[src/rtl/countdown_ctrl.sv]
// countdown_ctrl: mm:ss countdown sequencer (IDLE/RUN/PAUSE/DONE) with internal 1 Hz prescaler.
module countdown_ctrl #(
  parameter int TICKS_PER_SEC = 50_000_000,
  parameter int MAX_MIN       = 59
) (
  input  logic       clk,
  input  logic       reset,
  input  logic       load,
  input  logic       start,
  input  logic       pause,
  input  logic [5:0] preset_min,
  input  logic [5:0] preset_sec,
  output logic [5:0] min,
  output logic [5:0] sec,
  output logic       sec_en,
  output logic       running,
  output logic       done
);
  localparam int PW = $clog2(TICKS_PER_SEC);
  localparam logic [PW-1:0] TC = PW'(TICKS_PER_SEC - 1);
  localparam logic [5:0] MAXM = 6'(MAX_MIN);
  typedef enum logic [1:0] {IDLE, RUN, PAUSE, DONE} state_t;
  state_t        state_q;
  logic [PW-1:0] presc_q, presc_d;
  logic [5:0]    min_q, sec_q, ld_min, ld_sec, dec_min, dec_sec;
  logic          sec_en_q, running_q, done_q, tc, zero_q, dec_zero;
  assign ld_min   = preset_min > MAXM ? MAXM : preset_min;
  assign ld_sec   = preset_sec > 6'd59 ? 6'd59 : preset_sec;
  assign tc       = presc_q == TC;
  assign presc_d  = tc ? '0 : presc_q + 1'b1;
  assign zero_q   = min_q == 6'd0 && sec_q == 6'd0;
  // borrow from minutes only when seconds are exhausted; 00:00 never wraps
  assign dec_sec  = sec_q != 6'd0 ? sec_q - 6'd1 : (min_q != 6'd0 ? 6'd59 : 6'd0);
  assign dec_min  = sec_q == 6'd0 && min_q != 6'd0 ? min_q - 6'd1 : min_q;
  assign dec_zero = dec_min == 6'd0 && dec_sec == 6'd0;
  always_ff @(posedge clk) begin
    if (reset) begin
      state_q   <= IDLE;
      presc_q   <= '0;
      min_q     <= '0;
      sec_q     <= '0;
      sec_en_q  <= 1'b0;
      running_q <= 1'b0;
      done_q    <= 1'b0;
    end else begin
      sec_en_q <= 1'b0;
      unique case (state_q)
        IDLE: begin
          if (load) begin
            min_q <= ld_min;
            sec_q <= ld_sec;
          end else if (start && !zero_q) begin
            state_q   <= RUN;
            presc_q   <= '0;
            running_q <= 1'b1;
          end
        end
        RUN: begin
          presc_q <= presc_d;
          if (tc) begin
            sec_en_q <= 1'b1;
            min_q    <= dec_min;
            sec_q    <= dec_sec;
          end
          // reaching 00:00 wins over a coincident pause
          if (tc && dec_zero) begin
            state_q   <= DONE;
            running_q <= 1'b0;
            done_q    <= 1'b1;
          end else if (pause) begin
            state_q   <= PAUSE;
            running_q <= 1'b0;
          end
        end
        PAUSE: begin
          if (start) begin
            state_q   <= RUN;
            running_q <= 1'b1;
          end
        end
        DONE: begin
          if (load) begin
            state_q <= IDLE;
            done_q  <= 1'b0;
            min_q   <= ld_min;
            sec_q   <= ld_sec;
          end
        end
        default: state_q <= IDLE;
      endcase
    end
  end
  assign min     = min_q;
  assign sec     = sec_q;
  assign sec_en  = sec_en_q;
  assign running = running_q;
  assign done    = done_q;
endmodule

[config.mk]
export PLATFORM = sky130hd
export DESIGN_NAME = countdown_ctrl
export DESIGN_NICKNAME = d
export VERILOG_FILES = /design/src/rtl/countdown_ctrl.sv
export SDC_FILE = /design/constraint.sdc
export NUM_CORES = 1
export LEC_CHECK = 0
export CAP_MARGIN = 15
export CORE_ASPECT_RATIO = 0.5
export CORE_MARGIN = 2
export CORE_UTILIZATION = 50
export CTS_BUF_LIST = sky130_fd_sc_hd__clkbuf_4
export CTS_CLUSTER_DIAMETER = 50
export DETAILED_ROUTE_END_ITERATION = 10
export GPL_TIMING_DRIVEN = 0
export PLACE_DENSITY = 0.73
export SETUP_SLACK_MARGIN = 0.4
export SYNTH_ARGS = -nofsm -noshare
export SYNTH_HDL_FRONTEND = slang
export SYNTH_SLANG_ARGS = --single-unit
[constraint.sdc]
create_clock -name clk -period 3.7 [get_ports clk]
set_clock_uncertainty 0.05 [all_clocks]
set_input_delay 0.37 -clock clk [delete_from_list [all_inputs] [get_ports clk]]
set_output_delay 0.37 -clock clk [all_outputs]
set_load 0.05 [all_outputs]
==> results by group <==
Synth
  – Commonest cells in the synthesized netlist: dfxtp_1 (43), nor2_1 (31), a21oi_1 (24)
  – Main combinational cell family by area after synthesis: simple AND/OR/NAND/NOR gates
  – Share of cell area taken by muxes after synthesis: 1.97%
  – Synthesized-area fraction occupied by adder cells: 3.36%
  – Number of library cell types mapped by synthesis: 61
  – Sequential cell area fraction in the yosys report: 33.0%
  – Total of warnings raised by yosys: 0
  – Post-synthesis cell count: 322
  – Cell types occupying the most area after synthesis: dfxtp_1 (33%), xnor2_1 (5.0%), a21oi_1 (4.6%)
  – Fraction of the mapped netlist area in simple logic gates: 29.6%
  – Number of register bits inferred by synthesis: 43
  – Post-synth design cell area: 2610 um^2
  – Area share of the leading cell type in the synthesized netlist: 33.0%
  – Compound-gate portion of the synthesized area: 19.5%
  – Cell with the most instances after synthesis: dfxtp_1
  – Ys async rst share: 0%
  – Top_reg_cell synth: dfxtp_1
  – Number of synthesized flops with an enable pin: 0
  – Syn_nets: 346
  – Area leader, netlist: dfxtp_1
  – Avg Inst Size Synth: 8.09 um^2
  – Synth Area in XOR/XNOR: 7.06%

Setup path
  – Kind of capture point of the worst setup path: flip-flop
  – Critical path type: flip-flop to flip-flop
  – CP startpoint kind: flip-flop
  – Critical Path Slowest Stage Cell: or4b_4
  – CP Buf/Inv Count: 2
  – Signal arrival time at the worst endpoint: 2.97 ns
  – Kind of cell with the highest combined delay on the critical path: simple AND/OR/NAND/NOR gates
  – Required time worst endpoint: 3.89 ns
  – Ordered list of cells on the worst path: inv_1, ha_1, or4b_4, o41ai_4, mux2_2, buf_2, nor3_1, xnor2_1, nor2_1
  – First element of the critical path: sec[0]
  – Delay of the slowest cell on the worst path: 0.53 ns
  – Biggest fanout along the worst timing path: 10
  – Critical register-to-register path startpoint: sec[0]

Place
  – RD Place Congestion: 0.873
  – Placed instance area: 3000 um^2
  – Total half-perimeter wirelength after legalization and detailed placement: 4720 um
  – Number of buffers added on ports: 31
  – Dpl ws: 1.01 ns

Timing
  – Actual transition at the worst max-transition pin: 0.628 ns
  – Final max-slew violation count: 0
  – Final Critical Period: 2.78 ns
  – Slew Limit Headroom: 57.7%
  – Share of the clock period used by the worst path: 75.1%
  – F_max: 360 MHz
  – Post-route setup TNS: 0 ns
  – Setup slack after layout: 0.922 ns
  – Final Hold Fails: 0
  – RSZ-0062 raised after global routing: false
  – Setup violations, final: 0

Floorplanning
  – Number of standard-cell rows in the floorplan: 18
  – Top Ports: 32
  – Total die area: 5840 um^2
  – Starting density of the core: 52.4%
  – Die width: 106 um
  – Floorplan die height: 55.1 um
  – Placeable core region: 4980 um^2

Layout
  – Net total in the final layout: 384
  – Proportion of layout cells with a drive suffix above 1: 7.20%
  – Final non-filler cell area: 3060 um^2
  – Area growth from synthesis to layout: 17.5%
  – Fill cell total of the finished layout: 452
  – Count of inserted antenna diode cells: 0

Global route
  – GRT overflow: 0
  – GRT Util Overall: 23.7%
  – Pin count of the biggest net entering global routing: 14
  – Antenna violations before repair: 0
  – First-pass GRT wire length: 10900 um
  – Via count of the first global-routing pass: 2481

Power
  – Worst ir drop on vdd: 0.000347 V
  – Logic gate share of total power: 62.7%
  – Total internal power: 1150 uW
  – Tot Pwr: 2310 uW
  – Switching share of total power: 50.2%
  – Net switching power: 1160 uW
  – Part of the power in registers: 26.7%
  – Part of the power in the clock network: 10.6%
  – Static Leakage: 0.00103 uW
  – Total power divided by cell area: 753 nW/um^2

Clock tree
  – Clock slew seen by the registers of the worst setup and hold paths: 0.14 ns
  – Count of hold buffers inserted by post-cts repair: 0
  – Root Buffer: clkbuf_4
  – CTS tree: yes
  – CTS sink cnt: 43
  – Post-CTS setup buffers: 0
  – Number of gates given a new drive strength after cts: 0
  – Skew-Pair Late Insertion Delay: 0.35 ns
  – Worst-case clock buffer depth: 2
  – Clock buffer count from CTS: 5
  – Number of H-tree branching levels: 2

Drt
  – Vias per cell: 5.82
  – Post-route DRC: 0
  – DRT iter0 DRCs: 118
  – Drt total wl: 6410 um
  – DRT antenna net count: 0
  – Average wire per cell in the routed design: 14.9 um
  – Vias: 2510
  – Pre-Repair DR Iteration Count: 4

Run
  – Max-capacitance violation count: 0

Status
  – Status: finished clean

Worst hold path
  – Path class of the lowest-slack min-delay path: flip-flop to flip-flop
  – Hold wc startpoint: presc_q[6]
## tightest hold or removal path, stage by stage, from the launching register on
cell and delay, ns:
dfxtp_1 0.35, nand2_1 0.06, a21oi_1 0.05
## per-layer routing
metal,track usage (%),vias up,share of wire (%)
met4,10.1,0,1.5
met1,29.6,1175,46
met2,41.5,73,46
met5,0,-,0
met3,5.04,11,5.9
li1,-,1251,-
## logic make-up (layout without fill, tap and decap cells)
group / count (synthesis) / after routing
AND/OR/NAND/NOR: 139 / 139
AO/OA/AOI/OAI: 74 / 74
flip-flops: 43 / 43
buffers and inverters: 33 / 72
XOR/XNOR: 21 / 21
adder cells (fa/ha/maj): 7 / 7
multiplexers: 5 / 5
## power by group through the flow
stage | clock, uW | sequential, uW | combinational [uW]
floorplan | 0 | 796 | 886
detailed placement | 0 | 623 | 1420
global route | 265 | 629 | 1580
global placement | 0 | 621 | 1410
finish | 245 | 615 | 1450
CTS | 243 | 614 | 1430
## placed cells by master (no fill, tap or decap), drive strengths merged, types with 2 or more instances in the layout
| cell | count |
|---|---|
| a211oi | 5 |
| a21oi | 24 |
| a22oi | 2 |
| and2 | 3 |
| and3 | 7 |
| and4 | 3 |
| buf | 7 |
| clkbuf | 17 |
| clkdlybuf4s50 | 31 |
| dfxtp | 43 |
| ha | 7 |
| inv | 15 |
| mux2i | 4 |
| nand2 | 20 |
| nand3 | 14 |
| nand4 | 8 |
| nor2 | 31 |
| nor2b | 5 |
| nor3 | 13 |
| nor3b | 3 |
| nor4 | 9 |
| nor4b | 5 |
| o211ai | 5 |
| o21a | 4 |
| o21ai | 14 |
| o311ai | 2 |
| o31a | 3 |
| o32ai | 2 |
| or3 | 9 |
| or4b | 2 |
| xnor2 | 15 |
| xor2 | 6 |
## registers in the layout, indices dropped and copies added, names as in the netlist
name,count
presc_q,26
min,6
sec,6
state_q,2
done,1
running,1
sec_en,1
## final cells by class
cell class / instances / area, um^2 / share of cell area, %
repair buffers: 31 / 310 / 10.1
well taps: 70 / 87.6 / 2.86
inverters: 15 / 56.3 / 1.84
clock buffers: 6 / 45.0 / 1.47
clock inverters: 2 / 12.5 / 0.409
plain buffers: 18 / 85.1 / 2.78
flip-flops and latches: 43 / 861 / 28.1
multi-input cells: 246 / 1600 / 52.4
## per-stage QoR
stage	hold slack [ns]	instances	utilization, %
2_1_floorplan	0.404	322	-
3_3_place_gp	0.423	423	60.4
3_5_place_dp	0.432	423	60.4
4_1_cts	0.448	431	61.5
5_1_grt	0.490	431	61.5
6_report	0.444	431	61.5
## path summary, 6_finish.rpt
kind	slack (ns)	depth (start not counted)	to
min	0.44	2	presc_q[6]
max reg2reg	0.92	9	presc_q[10]
max	0.92	9	presc_q[10]
min reg2reg	0.44	2	presc_q[6]
Power figures use the tool's default switching activity.
==> patch, RTL diff (same flow settings) <==
`TICKS_PER_SEC`: 50_000_000 -> 25_000_000.
--- a/src/rtl/countdown_ctrl.sv
+++ b/src/rtl/countdown_ctrl.sv
@@ -2,3 +2,3 @@
 module countdown_ctrl #(
-  parameter int TICKS_PER_SEC = 50_000_000,
+  parameter int TICKS_PER_SEC = 25_000_000,
   parameter int MAX_MIN       = 59
Check against the original RTL: same outputs for any inputs over 10 cycles, from zero or initial values and one cycle with reset high; that may be too few to reach the edited logic, so the function may still have changed.
==> patch against the unedited design <==
  * Count of clock-buffer cells in the layout is 1 lower
  * Final area is 5.5% lower
  * First-iteration DRC count is 10% lower
  * Worst setup slack worse by 0.33 ns
  * Synthesized area is 6.3% lower
  * Sequential cell count is 1 lower
  * Total power is 5.2% lower
  * Critical endpoint is now done
  * Clock power is 2% lower
  * Wire length is 12% lower
==> patch: results (changes against the unedited design) <==
# nets final 369 (-3.9%); Worst R2R End done; fraction of synthesized area in multiplexers 3.02% (+1.1 points); initial antenna violation count 0 (unchanged); PortBufs 30 (-3.2%); number of global-route vias before repair 2,141 (-14%); Hold Path Sink sec_en; GRT Total Usage 22.2% (-1.5 points); Post-Synthesis Net Count 332 (-4.0%); crit-path max FO 9 (-1); first-pass GRT wire length 9420 um (-14%); post-detail-place hpwl 4090 um (-13%); Reg2Reg Launch Point min[0]; initial drt markers 106 (-10%); Req. time, crit path 3.95 ns (+0.06 ns); top post-synthesis cells by count nor2_1 (47), dfxtp_1 (42), nand2_1 (26); layout cells sized above 1 6.65% (-0.55 points); Worst Hold Path Cells 2 (unchanged); post-synth cell types 54 (-11%); Place WS 0.362 ns (-0.650 ns); Compound-Gate Fraction of Synth Area 16.5% (-3.0 points); WL/cell 13.6 um (-8.4%); outcome completed; routed vias/inst 5.51 (-5.3%); R2R setup slack 0.59 ns (-0.33 ns); adder-cell area share of the yosys netlist 3.59% (+0.23 points); worst hold path type input port to register; Hold Crit Start reset; htree depth 2 (unchanged); reg2reg path depth 9 (unchanged); sequential share of the synthesized area 34.4% (+1.4 points); worst skew pair latency 0.36 ns; max reg flops 25 (-3.8%); synth top area cells dfxtp_1 (34%), nor2_1 (7.2%), xnor2_1 (5.7%); Leak 1.02 nW (-0.60%); Max-slew headroom 40.3% (-17 points); maximum vdd drop 280 uV (-19%); largest net degree at the start of global routing 15 (+1); RePlAce Congestion 0.863 (-1.2%); Synth Area in XOR/XNOR 9.68% (+2.6 points); number of fill cells 428 (-5.3%)
## patch: cell families (layout without fill, tap and decap cells)
family,after synthesis,after routing
AO/OA/AOI/OAI,57,57
XOR/XNOR,27,27
adder cells (fa/ha/maj),7,7
buffers and inverters,33,71
flip-flops,42,42
multiplexers,7,7
AND/OR/NAND/NOR,135,135
## patch: per-stage QoR
stage | util [%] | hold WS, ns | power [mW] | instances | area [sq um]
after floorplan | - | 0.429 | 1.60 | 308 | 2440
after global placement | 62.1 | 0.419 | 1.90 | 404 | 2830
after detailed placement | 62.1 | 0.427 | 1.93 | 404 | 2830
after CTS | 63.6 | 0.419 | 2.18 | 412 | 2890
after global routing | 63.6 | 0.464 | 2.35 | 412 | 2890
final | 63.6 | 0.426 | 2.19 | 412 | 2890
## patch: worst max-delay path by stage
stage                 from           to  slack (ns)  cells past startpoint
floorplan           sec[0]         done        0.58                      8
global placement    sec[0]         done        0.41                      8
detailed placement  sec[0]         done        0.36                      8
CTS                 sec[0]         done        0.53                      8
global route        min[1]  presc_q[15]        0.30                      9
finish              min[0]         done        0.59                      9
## patch: critical path, stage by stage (launching register included)
cell	delay (ns)
dfxtp_1	0.38
inv_1	0.10
ha_1	0.20
or3b_2	0.44
clkbuf_1	0.17
nor4_4	0.56
a21oi_1	0.13
a2111oi_0	0.51
mux2_2	0.39
a21oi_1	0.13
## patch: area by class of cell
| cell class | instances | area share, % |
|---|---|---|
| clock inverters | 3 | 0.735 |
| inverters | 19 | 2.47 |
| multi-input cells | 233 | 50.9 |
| plain buffers | 14 | 2.29 |
| well taps | 66 | 2.85 |
| clock buffers | 5 | 1.30 |
| repair buffers | 30 | 10.4 |
| flip-flops and latches | 42 | 29.1 |
## patch: timing repair
action / CTS / global route
pin swaps: 0 / 1
gates resized for setup: 1 / 0
endpoints found under the hold margin: 0 / 0
setup buffers: 0 / 0
hold buffers: 0 / 0
setup endpoints to repair: 1 / 18
## patch: layer usage
layer,vias to the layer above,part of all wire (%),global-route usage (%)
met3,8,3.6,4.36
met5,-,0,0
met2,36,46,38.9
li1,1154,-,-
met4,0,0.86,6.36
met1,1073,49,28.2
## patch: power breakdown
| part | total, mW | switching, mW | internal (mW) |
|---|---|---|---|
| registers | 0.609 | 0.0850 | 0.524 |
| clock network | 0.240 | 0.166 | 0.0741 |
| logic | 1.34 | 0.826 | 0.512 |
| total | 2.19 | 1.08 | 1.11 |
